File: src/rtl/enemy_collision_pkg.sv
// enemy_collision_pkg
// Shared types and constants for the enemy collision detector.
//   - state_e           : enemy life-cycle states (ALIVE, HIT, DEAD)
//   - SCORE_W/SCORE_MAX : score register width and saturation ceiling
//   - *_DEF             : default values for the top-level parameters
//   - score_add()       : saturating score addition
package enemy_collision_pkg;

  typedef enum logic [1:0] {
    ALIVE = 2'd0,
    HIT   = 2'd1,
    DEAD  = 2'd2
  } state_e;

  localparam int SCORE_W = 14;
  localparam logic [SCORE_W-1:0] SCORE_MAX = 14'd9999;

  localparam int NUM_SHOTS_DEF      = 3;
  localparam int HIT_SCORE_DEF      = 10;
  localparam int BORDER_HOLDOFF_DEF = 4;
  localparam int HIT_POINTS_DEF     = 3;

  // Adds inc to cur, clamping at SCORE_MAX instead of wrapping.
  function automatic logic [SCORE_W-1:0] score_add(input logic [SCORE_W-1:0] cur,
                                                   input logic [SCORE_W-1:0] inc);
    logic [SCORE_W:0] sum;
    sum = {1'b0, cur} + {1'b0, inc};
    if (sum > {1'b0, SCORE_MAX}) begin
      return SCORE_MAX;
    end else begin
      return sum[SCORE_W-1:0];
    end
  endfunction

endpackage

File: src/rtl/enemy_collision_detector_frame_event_latch.sv
// frame_event_latch
// Sticky OR of an event vector over one video frame.
//   clk, reset : clock, asynchronous active-high reset
//   sof        : start-of-frame pulse; the accumulator restarts here
//   clr        : holds the accumulator at zero (enemy not alive / respawning)
//   in_vec     : per-pixel event bits
//   frame_o    : accumulated value of the frame ending at the next sof;
//                the consumer samples it on the sof cycle, so this is the
//                snapshot of the finished frame at that instant.
module frame_event_latch #(
  parameter int W = 1
) (
  input  logic         clk,
  input  logic         reset,
  input  logic         sof,
  input  logic         clr,
  input  logic [W-1:0] in_vec,
  output logic [W-1:0] frame_o
);

  logic [W-1:0] acc_q;
  logic [W-1:0] acc_d;

  // Next accumulator value; on sof the current pixel starts the new frame.
  always_comb begin
    acc_d = acc_q;
    if (clr) begin
      acc_d = '0;
    end else if (sof) begin
      acc_d = in_vec;
    end else begin
      acc_d = acc_q | in_vec;
    end
  end

  // Accumulator register.
  always_ff @(posedge clk or posedge reset) begin
    if (reset) begin
      acc_q <= '0;
    end else begin
      acc_q <= acc_d;
    end
  end

  assign frame_o = acc_q;

endmodule

File: src/rtl/enemy_collision_detector.sv
// enemy_collision_detector
// Per-enemy collision front end: accumulates enemy/shot and enemy/border
// pixel overlaps over a frame and, on the following start-of-frame, issues
// one-cycle kill / consume / change-direction pulses. Also tracks the
// enemy life-cycle (ALIVE -> HIT -> DEAD -> ALIVE on respawn) and a
// saturating kill score.
// Ports:
//   clk, reset             : pixel clock, asynchronous active-high reset
//   startOfFrame           : one-cycle frame start pulse
//   enemyDrawingRequest    : enemy covers the current pixel
//   shotDrawingRequest[i]  : shot i covers the current pixel
//   borderDrawingRequest   : border covers the current pixel
//   respawn                : level, reinitialises/revives the enemy
//   pause                  : level, suppresses event generation
//   shotCollision[i]       : kill pulse, shot i involved
//   changeDirection        : border bounce pulse
//   shotConsumed[i]        : shot i must disappear
//   enemyAlive             : high while in ALIVE
//   score                  : accumulated kill score (saturates at 9999)
// Optional build macro: ENEMY_COLLISION_MULTI_HIT_EN (enemy takes
// HIT_POINTS hits to kill; otherwise the first hit kills).
module enemy_collision_detector
  import enemy_collision_pkg::*;
#(
  parameter int NUM_SHOTS      = NUM_SHOTS_DEF,
  parameter int HIT_SCORE      = HIT_SCORE_DEF,
  parameter int BORDER_HOLDOFF = BORDER_HOLDOFF_DEF,
  parameter int HIT_POINTS     = HIT_POINTS_DEF
) (
  input  logic                 clk,
  input  logic                 reset,
  input  logic                 startOfFrame,
  input  logic                 enemyDrawingRequest,
  input  logic [NUM_SHOTS-1:0] shotDrawingRequest,
  input  logic                 borderDrawingRequest,
  input  logic                 respawn,
  input  logic                 pause,
  output logic [NUM_SHOTS-1:0] shotCollision,
  output logic                 changeDirection,
  output logic [NUM_SHOTS-1:0] shotConsumed,
  output logic                 enemyAlive,
  output logic [SCORE_W-1:0]   score
);

  localparam int HOLD_W = (BORDER_HOLDOFF > 0) ? $clog2(BORDER_HOLDOFF + 1) : 1;

  state_e               state_q, state_d;
  logic [NUM_SHOTS-1:0] shot_collision_q, shot_collision_d;
  logic [NUM_SHOTS-1:0] shot_consumed_q, shot_consumed_d;
  logic                 change_direction_q, change_direction_d;
  logic                 enemy_alive_q, enemy_alive_d;
  logic [SCORE_W-1:0]   score_q, score_d;
  logic [HOLD_W-1:0]    holdoff_q, holdoff_d;

  logic                 acc_clr;
  logic [NUM_SHOTS-1:0] hit_acc;
  logic [0:0]           border_acc;

`ifdef ENEMY_COLLISION_MULTI_HIT_EN
  localparam int CNT_W = (HIT_POINTS > 0) ? $clog2(HIT_POINTS + 1) : 1;
  logic [CNT_W-1:0] hit_cnt_q, hit_cnt_d;
`endif

  // Accumulation only runs while alive; respawn discards the frame so far.
  assign acc_clr = (state_q != ALIVE) | respawn;

  frame_event_latch #(.W(NUM_SHOTS)) u_hit_latch (
    .clk     (clk),
    .reset   (reset),
    .sof     (startOfFrame),
    .clr     (acc_clr),
    .in_vec  ({NUM_SHOTS{enemyDrawingRequest}} & shotDrawingRequest),
    .frame_o (hit_acc)
  );

  frame_event_latch #(.W(1)) u_border_latch (
    .clk     (clk),
    .reset   (reset),
    .sof     (startOfFrame),
    .clr     (acc_clr),
    .in_vec  (enemyDrawingRequest & borderDrawingRequest),
    .frame_o (border_acc)
  );

  // Next-state and registered-output logic, evaluated on the SOF cycle.
  always_comb begin
    state_d            = state_q;
    shot_collision_d   = '0;
    shot_consumed_d    = '0;
    change_direction_d = 1'b0;
    score_d            = score_q;
    holdoff_d          = holdoff_q;
`ifdef ENEMY_COLLISION_MULTI_HIT_EN
    hit_cnt_d          = hit_cnt_q;
`endif
    case (state_q)
      ALIVE: begin
        if (respawn) begin
          holdoff_d = '0;
`ifdef ENEMY_COLLISION_MULTI_HIT_EN
          hit_cnt_d = CNT_W'(HIT_POINTS);
`endif
        end else if (startOfFrame && !pause) begin
          if (|hit_acc) begin
            // A hit takes priority over the border bounce.
            shot_consumed_d = hit_acc;
`ifdef ENEMY_COLLISION_MULTI_HIT_EN
            if (hit_cnt_q <= CNT_W'(1)) begin
              hit_cnt_d        = '0;
              shot_collision_d = hit_acc;
              score_d          = score_add(score_q, SCORE_W'(HIT_SCORE));
              state_d          = HIT;
            end else begin
              hit_cnt_d = hit_cnt_q - CNT_W'(1);
            end
`else
            shot_collision_d = hit_acc;
            score_d          = score_add(score_q, SCORE_W'(HIT_SCORE));
            state_d          = HIT;
`endif
          end else if (border_acc[0] && (holdoff_q == '0)) begin
            change_direction_d = 1'b1;
            holdoff_d          = HOLD_W'(BORDER_HOLDOFF);
          end else if (holdoff_q != '0) begin
            holdoff_d = holdoff_q - HOLD_W'(1);
          end else begin
            holdoff_d = holdoff_q;
          end
        end else begin
          state_d = ALIVE;
        end
      end
      HIT: begin
        state_d = DEAD;
      end
      DEAD: begin
        if (respawn) begin
          state_d   = ALIVE;
          holdoff_d = '0;
`ifdef ENEMY_COLLISION_MULTI_HIT_EN
          hit_cnt_d = CNT_W'(HIT_POINTS);
`endif
        end else begin
          state_d = DEAD;
        end
      end
      default: begin
        state_d = ALIVE;
      end
    endcase
    enemy_alive_d = (state_d == ALIVE);
  end

  // State, output and counter registers.
  always_ff @(posedge clk or posedge reset) begin
    if (reset) begin
      state_q            <= ALIVE;
      shot_collision_q   <= '0;
      shot_consumed_q    <= '0;
      change_direction_q <= 1'b0;
      enemy_alive_q      <= 1'b1;
      score_q            <= '0;
      holdoff_q          <= '0;
`ifdef ENEMY_COLLISION_MULTI_HIT_EN
      hit_cnt_q          <= CNT_W'(HIT_POINTS);
`endif
    end else begin
      state_q            <= state_d;
      shot_collision_q   <= shot_collision_d;
      shot_consumed_q    <= shot_consumed_d;
      change_direction_q <= change_direction_d;
      enemy_alive_q      <= enemy_alive_d;
      score_q            <= score_d;
      holdoff_q          <= holdoff_d;
`ifdef ENEMY_COLLISION_MULTI_HIT_EN
      hit_cnt_q          <= hit_cnt_d;
`endif
    end
  end

  assign shotCollision   = shot_collision_q;
  assign shotConsumed    = shot_consumed_q;
  assign changeDirection = change_direction_q;
  assign enemyAlive      = enemy_alive_q;
  assign score           = score_q;

endmodule
File: config.mk
export PLATFORM = sky130hd
export DESIGN_NAME = enemy_collision_detector
export DESIGN_NICKNAME = d
export VERILOG_FILES = /design/src/rtl/enemy_collision_pkg.sv /design/src/rtl/enemy_collision_detector_frame_event_latch.sv /design/src/rtl/enemy_collision_detector.sv
export SDC_FILE = /design/constraint.sdc
export NUM_CORES = 1
export LEC_CHECK = 0
export ABC_AREA = 1
export CAP_MARGIN = 5
export CORE_MARGIN = 2
export CORE_UTILIZATION = 40
export CTS_CLUSTER_DIAMETER = 100
export DETAILED_ROUTE_END_ITERATION = 8
export PLACE_DENSITY = 0.69
export SLEW_MARGIN = 20
export SYNTH_ARGS = -nofsm -noshare
export SYNTH_HDL_FRONTEND = slang
export SYNTH_SLANG_ARGS = --single-unit
export TNS_END_PERCENT = 5
File: constraint.sdc
create_clock -name clk -period 1.9 [get_ports clk]
set_input_delay 0.38 -clock clk [delete_from_list [all_inputs] [get_ports clk]]
set_output_delay 0.38 -clock clk [all_outputs]
set_load 0.01 [all_outputs]
* Yosys cells after proc, flatten, opt, wreduce, memory -nomap -nowiden
Index checks and enable logic that the tools add are counted.
** Word-level totals
- Register bits after elaboration :: 28
- Bits in latches :: 0
- Memory bits (writable) :: 0
- Memory bits (read-only) :: 0
- Input bits :: 10
- Output and inout bits :: 22
- Logic and storage cells :: 61
- Memories kept :: 0
** Cells by class
- Add/sub/neg operators :: 2
- $mul :: 0
- Divide/modulo/power cells :: 0
- Order comparisons :: 1
- Equal/unequal tests :: 6
- Shift operators :: 0
- Muxes and demuxes :: 26
- Bitwise gates (word level) :: 6
- Reduce and logical (&&, ||, !) cells :: 12
** Operators with widths (count)
- 2-to-1 mux 3 bit :: 12
- adder 14 x 4 -> 15 bit, second input constant :: 1
- greater-than comparator 15 x 14 -> 1 bit, second input constant :: 1
- 2-to-1 mux 14 bit :: 1
- 2-to-1 mux 2 bit :: 4
- 2-to-1 mux 1 bit :: 7
- inequality test 3 bit, second input constant :: 2
- one-hot mux 2 bit (3 select lines) :: 1
- one-hot mux 3 bit (2 select lines) :: 1
- AND reduction 5 bit :: 1
- zero test 2 bit :: 2
- inequality test 4 bit, second input constant :: 1
- AND reduction 4 bit :: 1
- nonzero test 2 bit :: 2
- bitwise AND 3 bit :: 1
- zero test 3 bit :: 1
- OR 3 bit :: 1
- nonzero test 3 bit :: 1
- OR reduction 3 bit :: 1
- subtractor 3 x 1 -> 3 bit, second input constant :: 1
- equality test 2 x 1 -> 1 bit, second input constant :: 1
- equality test 2 bit, second input constant :: 1
- logical AND 1 bit :: 2
- inequality test 2 bit, second input constant :: 1
- 4 further kinds :: 5

* Longest topological paths before layout
Gate-level depths: netlist of the first run.
- Depth after elaboration :: 7
- Gate-level depth with buffers :: 15
- Depth with buffers taken out :: 14

* By module
From an unflattened synthesis of the first run, not the netlist that was laid out.
** Unflattened totals
- Cell total of the unflattened synthesis :: 251
- Area, all modules :: 1796.7 µm²
** By module, submodules not included
- enemy_collision_detector :: times used 1, cells an instance 231, area each 1627.8 µm², seq. area each 601.8 µm²
- frame_event_latch at u_hit_latch :: times used 1, cells an instance 14, area each 120.1 µm², seq. area each 75.1 µm²
- frame_event_latch at u_border_latch :: times used 1, cells an instance 6, area each 48.8 µm², seq. area each 25.0 µm²

* Worst setup path before layout of the first run
OpenSTA, ideal clock, no wires.
- Path type :: reg-to-reg
- From :: reg score_q[1] (netlist: score[1])
- To :: reg score_q[0] (netlist: score[0])
- Setup time :: 124 ps
- Arrival :: 1673 ps
- Data required time :: 1776 ps
- Path slack :: 104 ps
- Stages on the path, launching flop included :: 15
- Buffers on the path :: 1
- Period minus slack after synthesis :: 1796 ps
- Path through :: dfrtp_1 ha_1 nor2_4 nor2_1 nand2_1 nand2_1 nand2_1 nand2_1 nor2_1 nand2_1 nand2_1 nand2_2 nand2_2 buf_6 o21bai_2
** Between the ends
- Cells in the longest elaborated chain, start to end :: 3
** RTL lines
- from (decl) :: line enemy_collision_detector.sv:52 : logic [SCORE_W-1:0] score_q, score_d;
- from (signal assigned) :: line enemy_collision_detector.sv:173 : score_q <= score_d;
- adder 14 x 4 -> 15 bit :: line enemy_collision_pkg.sv:27 : sum = {1'b0, cur} + {1'b0, inc};
- greater-than comparator 15 x 14 -> 1 bit :: line enemy_collision_pkg.sv:28 : if (sum > {1'b0, SCORE_MAX}) begin
- 2-to-1 mux 14 bit :: line enemy_collision_pkg.sv:28
No other way between the ends.
A chain may end at the register's enable or synchronous reset.

* Final worst setup path of the first run
- From :: reg score_q[1] (netlist: score[1])
- To :: reg score_q[12] (netlist: score[12])
** Between the ends
- Cells in the longest elaborated chain, start to end :: 3
** RTL lines (line)
- adder 14 x 4 -> 15 bit (*) :: enemy_collision_pkg.sv:27
- greater-than comparator 15 x 14 -> 1 bit :: enemy_collision_pkg.sv:28
- 2-to-1 mux 14 bit (*) :: enemy_collision_pkg.sv:28
Mark *: on every way between the ends. The rest lies on a longest branch, timed or not.

==> results of run 1 <==
## kinds of logic (layout without fill, tap and decap cells)
kind of cell | count (synthesis) | count (layout) | synth area share [%]
flops | 28 | 28 | 40.5
buf+inv | 37 | 82 | 9.38
xor+xnor | 2 | 2 | 1.01
compound gates | 23 | 23 | 9.74
fa+ha+maj | 4 | 4 | 2.89
simple gates | 145 | 145 | 36.5
## state kept, by name, summed over array words and instances, names as in the netlist
name                    flops
state_q                     2
enemyAlive                  1
holdoff_q                   3
changeDirection             1
u_hit_latch.frame_o         3
shotConsumed                3
u_border_latch.frame_o      1
score                      14
## cells in the mapped netlist (all sizes together)
library cell	count	share of area, %
xnor2	1	0.51
nand3	16	4.6
a22oi	4	1.7
inv	29	6.3
dfrtp	27	39
nor2	44	11
xor2	1	0.51
nand4	6	2.2
o211ai	1	0.43
o31ai	1	0.43
o21bai	3	1.5
dfstp	1	1.5
o21ai	2	0.58
nor3b	1	0.43
nand3b	1	0.43
a31oi	1	0.36
nor3	2	0.58
a21oi	11	4.7
clkinv	1	0.22
clkbuf	1	0.22
ha	4	2.9
nand2	75	17
buf	6	2.7
## path summary, 6_finish.rpt
path                            cells past startpoint                      from  slack, ns                               end
worst max-delay path                               14      score[1]$_DFFE_PP0P_       0.05             score[12]$_DFFE_PP0P_
worst max register to register                     14      score[1]$_DFFE_PP0P_       0.05             score[12]$_DFFE_PP0P_
max in group asynchronous                           3                     reset       1.14              enemyAlive$_DFF_PP1_
worst min register to register                      2  holdoff_q[1]$_DFFE_PP0P_       0.50          holdoff_q[1]$_DFFE_PP0P_
min in group clk                                    2  holdoff_q[1]$_DFFE_PP0P_       0.50          holdoff_q[1]$_DFFE_PP0P_
worst min-delay path                                3                     reset       0.45  u_hit_latch.frame_o[1]$_DFF_PP0_
## through the flow
stage	setup TNS, ns	std cells	power, mW	util [%]
after floorplan	0	239	1.65	-
after global placement	0	330	2.11	53.8
after detailed placement	0	330	2.14	53.8
after CTS	0	334	2.65	55.8
after global routing	-1.02	334	2.89	56.6
final	0	334	2.67	56.6
## power by group through the flow
stage / logic, mW / clock network (mW) / registers, mW
2_1_floorplan: 0.748 / 0 / 0.899
3_3_place_gp: 1.25 / 0 / 0.853
3_5_place_dp: 1.28 / 0 / 0.859
4_1_cts: 1.33 / 0.482 / 0.847
5_1_grt: 1.50 / 0.523 / 0.872
6_report: 1.35 / 0.474 / 0.847
## area by class of cell
type	instances	area, sq um
clock inverters	1	30.0
flip-flops and latches	28	703
repair buffers	48	450
well taps	50	62.6
multi-input cells	174	915
inverters	30	113
clock buffers	3	41.3
fillers	388	1770
## worst max-delay path, cell delays in order (launching register included)
cell,delay (ns)
dfrtp_1,0.39
ha_2,0.21
nor2_4,0.19
nor2_2,0.08
nand2_1,0.06
nand2_1,0.09
nor2_1,0.11
nand3_1,0.08
nand2_1,0.06
nand2_1,0.06
nand2_2,0.08
nand2_2,0.07
buf_12,0.15
nand2_1,0.06
nand2_1,0.05
## layer usage
metal | global-route usage (%) | part of all wire, %
met5 | 0 | 0
met4 | 6.62 | 1.4
met3 | 2.91 | 3.5
met2 | 27.4 | 47
met1 | 22.5 | 48
## repair_timing
| item | in CTS | in global routing |
|---|---|---|
| gates resized for setup | 2 | 12 |
| hold buffers | 0 | 0 |
| pin swaps | 1 | 5 |
| setup endpoints to repair | 5 | 13 |
==> impl_results.md, run 1 <==
- Status: finished, final reports clean
- First-pass GRT wire length: 6790 um
- Critical Path RT: 2.08 ns
- Share of cells above drive strength 1: 17.3%
- Max-Cap Viols: 0
- Initial DRT Pass Iterations: 4
- #FFs+latches synth: 28
- CTS tree: done
- Die W: 69.8 um
- DIE HEIGHT: 69.8 um
- CP Max Fanout: 8
- Setup Fix Bufs, Post-CTS: 0
- Clk_lat worst skew: 0.28 ns
- Clk pin slew, worst setup/hold paths: 0.10 ns
- TritonCTS buffer count: 3
- Worst Setup End Kind: register
- Clock share of power: 17.8%
- Slew @ Worst Pin: 0.365 ns
- Initial antenna violation count: 0
- Final hold slack: 0.454 ns
- Seq pwr share: 31.7%
- DP Worst Slack: 0.0174 ns
- Post-DP HPWL: 2960 um
- Post-synthesis sequential area ratio: 40.5%
- Clock tree buffer depth: 2
- Total track usage: 17.0%
- Cells after Synth: 239
- Setup CP Type: register to register
- Clock skew: 0.00142 ns
- Post-Layout Inst Area: 2310 sq um
- Core area: 4090 sq um
- DRT iter0 DRCs: 79
- Fin. Hold Viols: 0
- Clock sink count: 28
- Hold Crit Class: input pin to async pin
- Gpl congestion: 0.847
- Mapped cell area: 1730 sq um
- Total Wirelength: 3860 um
- Syn_nets: 253
- Wire per inst: 11.6 um
- Root Driver: clkbuf_8
- H-tree Lvls: 1
- Initial core utilization: 42.4%
- Final ANT Viol Nets: 0
- Combinational share of power: 50.5%
- # diodes: 0
- DR vias/cell: 4.90
- Worst IR Drop VDD: 460 uV
- Commonest non-fill, non-tap cells in the layout: nand2_1, nor2_1, clkdlybuf4s50_1
- Psw: 1.08 mW
- Vias: 1635
- Slew Viols, Final: 0
- Critical Path AT: 2.02 ns
- PwrDens: 1150 nW/um^2
- Largest net degree at the start of global routing: 29
- Die ar.: 4880 sq um
- Fin worst setup slack: 0.0533 ns
- Area Overhead vs Synth: 33.5%
- Final Setup Violations: 0
- DRC errors left: 0
- Relative slew slack: 75.5%
- Most common cell after layout, fill and taps aside: nand2_1
- Cell Int Power: 1.59 mW
- Synth unique cells: 33
- IO Count: 32
- RSZ-0062 raised after global routing: yes
- Final period utilization: 97.2%
- Fmax: 0.542 GHz
- Port-buffer cells: 31
- Worst setup SP type: register
- Net count, final: 299
- Net Sw Frac: 40.3%
- Vias in the first global route: 1565
- Post-placement cell area: 2200 sq um
- Syn avg cell area: 7.26 sq um
- Row count: 23
- Grt ovf: 0
- Yosys warning count: 0
- Tmin final: 1.85 ns
- Pleak: 1.14 nW
Note: power is estimated with default switching activity, not from simulation.
==> run 2: changes to the inputs <==
PLACE_DENSITY = 0.68   (was 0.69)
SYNTH_HIERARCHICAL = 1   (was not set)
==> run 2 against run 1 <==
- the flow now finishes with violations (negative setup slack)
- register-to-register slack worse by 0.06 ns
- total power rose by 3.7%
- sequential cell count unchanged
- setup slack worse by 0.061 ns
- utilization is 2.0 points lower
- sequential share of layout area down 0.87 points
- hold slack lost 0.15 ns
- die area is 3.4% higher
- synthesized cell count increased by 5.0%
- largest cell class unchanged
==> impl_results.md, run 2 <==
- Status: complete, but fails checks
- Failing checks: negative setup slack
- Hold Crit Class: input pin to async pin
- Count leader, synth: nand2_1
- Syn_nets: 265
- Total Wirelength: 4010 um
- Yosys warning count: 6
- DR vias/cell: 4.89
- Top post-synthesis cells by count: nand2_1, inv_1, nor2_1
- Share of cells above drive strength 1: 16.6%
- Vias in the first global route: 1591
- Commonest non-fill, non-tap cells in the layout: nand2_1, inv_1, nor2_1
- TritonCTS buffer count: 3
- Slew @ Worst Pin: 0.402 ns
- #FFs+latches synth: 28
- Synth unique cells: 28
- Pleak: 1.25 nW
- Most common cell after layout, fill and taps aside: nand2_1
- Setup CP Type: register to register
- DIE HEIGHT: 71.0 um
- Fmax: 0.524 GHz
- Clk pin slew, worst setup/hold paths: 0.10 ns
- Inst Count DP: 342
- Slew Viols, Final: 0
- Top-area cell type share of the netlist area: 37.6%
- Length in cells of the worst reg-to-reg path: 14
- Yosys top cell by area: dfrtp_1
- Prevailing post-synth register cell: dfrtp_1
- Tmin final: 1.91 ns
- Worst IR Drop VDD: 704 uV
- Post-synth EDFFs: 0
- Port-buffer cells: 31
- Mapped cell area: 1800 sq um
- Post-synthesis sequential area ratio: 39.1%
- CP max stage cell: dfrtp_1
- Post-placement cell area: 2260 sq um
- Initial core utilization: 41.3%
- Clk_lat worst skew: 0.28 ns
- Syn avg cell area: 7.16 sq um
- CTS tree: done
- CP Max Fanout: 8
- Root Driver: clkbuf_8
- Final period utilization: 100%
- Gpl congestion: 0.861
- DRT iter0 DRCs: 110
- Wire per inst: 11.5 um
- Clock tree buffer depth: 2
- First-pass GRT wire length: 7000 um
- # diodes: 0
- Row count: 24
- DRC errors left: 0
- Largest net degree at the start of global routing: 20
- Net count, final: 311
- Layout Cells excl Fill: 348
- Cells after Synth: 251
- Worst setup SP type: register
- Crit path largest cell delay: 0.40 ns
- Ranking of synthesized cells by area: dfrtp_1, nand2_1, inv_1
- Fin worst setup slack: -0.00770 ns
- Core area: 4350 sq um
- Die W: 71.0 um
- CP Cell Sequence: ha_2, nor2_1, nor2_1, buf_4, nand2_1, nand2_1, nand2_2, nand3_2, nor2_4, nand3_1, nand2_2, nand2_4, nand2_1, nand2_1
- Post-synth ARST share: 100%
- Critical Path AT: 2.09 ns
- H-tree Lvls: 1
- DP Worst Slack: -0.103 ns
- Relative slew slack: 73.2%
- Grt ovf: 0
- Initial antenna violation count: 0
- IO Count: 32
- Fin. Hold Viols: 0
- Clock skew: 0.00694 ns
- Post-DP HPWL: 2960 um
- Max-Cap Viols: 0
- Final Setup Violations: 5
- Vias: 1700
- Max reg flops: 14
- Initial DRT Pass Iterations: 4
- Die ar.: 5040 sq um
- Worst Setup End Kind: register
- Post-Layout Inst Area: 2380 sq um
- Final ANT Viol Nets: 0
- R2R setup slack: -0.008 ns
- Critical Path RT: 2.08 ns
- Total track usage: 17.0%
- Fill count: 391
- Clock sink count: 28
- PwrDens: 1160 nW/um^2
- Top cell by count, worst path: nand2_1
- Area Overhead vs Synth: 32.4%
- Final core occ: 54.6%
- RSZ-0062 raised after global routing: yes
## run 2: worst paths after layout
path | from | to
worst max register to register | score[2]$_DFFE_PP0P_ | score[4]$_DFFE_PP0P_
min in group clk | holdoff_q[1]$_DFFE_PP0P_ | holdoff_q[1]$_DFFE_PP0P_
max in group asynchronous | reset | shotConsumed[0]$_DFF_PP0_
worst min-delay path | reset | u_border_latch/frame_o$_DFF_PP0_
worst max-delay path | score[2]$_DFFE_PP0P_ | score[4]$_DFFE_PP0P_
worst min register to register | holdoff_q[1]$_DFFE_PP0P_ | holdoff_q[1]$_DFFE_PP0P_
## run 2: worst max-delay path, delay by kind of cell, from the launching register on
family        cells  cell delay, ns
buf+inv           1            0.16
simple gates     12            1.06
flops             1            0.40
fa+ha+maj         1            0.20
## run 2: routing by layer
layer,part of all wire [%],GRT usage (%)
met1,50,23.7
met2,45,28.1
met3,3.7,1.85
met4,1.1,4.61
met5,0,0
## run 2: kinds of logic (layout without fill, tap and decap cells)
| group | count (synthesis) | after routing | synth area share (%) |
|---|---|---|---|
| AOI/OAI and AO/OA | 23 | 23 | 8.29 |
| DFF | 28 | 28 | 39.1 |
| xor gates and xnor gates | 4 | 4 | 1.95 |
| buffers and inverters | 50 | 94 | 12.0 |
| and+or+nand+nor | 142 | 143 | 35.9 |
| adders and majority gates | 4 | 4 | 2.79 |
## run 2: layout make-up
class	count	area (sq um)	area share, %
Clock buffer	3	41.3	1.74
Multi-Input combinational cell	174	923	38.8
Clock inverter	1	30.0	1.26
Tap cell	52	65.1	2.74
Timing Repair Buffer	47	455	19.1
Inverter	43	161	6.79
Sequential cell	28	702	29.5
## run 2: power by group
part           switching, mW  internal (mW)  total, mW  leakage (nW)
logic                  0.795          0.623       1.42         0.858
clock network          0.193          0.282      0.475        0.0357
registers              0.142          0.734      0.876         0.359
## run 2: repair_timing
item                                    4_1_cts  5_1_grt
pin swaps                                     5        1
hold buffers                                  0        0
cloned                                        1        0
endpoints found under the setup margin       13       13
setup buffers                                 1        0
gates resized for setup                       8        2
## run 2: through the flow
stage / setup TNS (ns) / total power [mW] / hold WS, ns
2_1_floorplan: 0 / 1.69 / 0.109
3_3_place_gp: -0.136 / 2.17 / 0.475
3_5_place_dp: -0.897 / 2.19 / 0.486
4_1_cts: 0 / 2.75 / 0.294
5_1_grt: -1.94 / 2.98 / 0.301
6_report: -0.0209 / 2.77 / 0.309
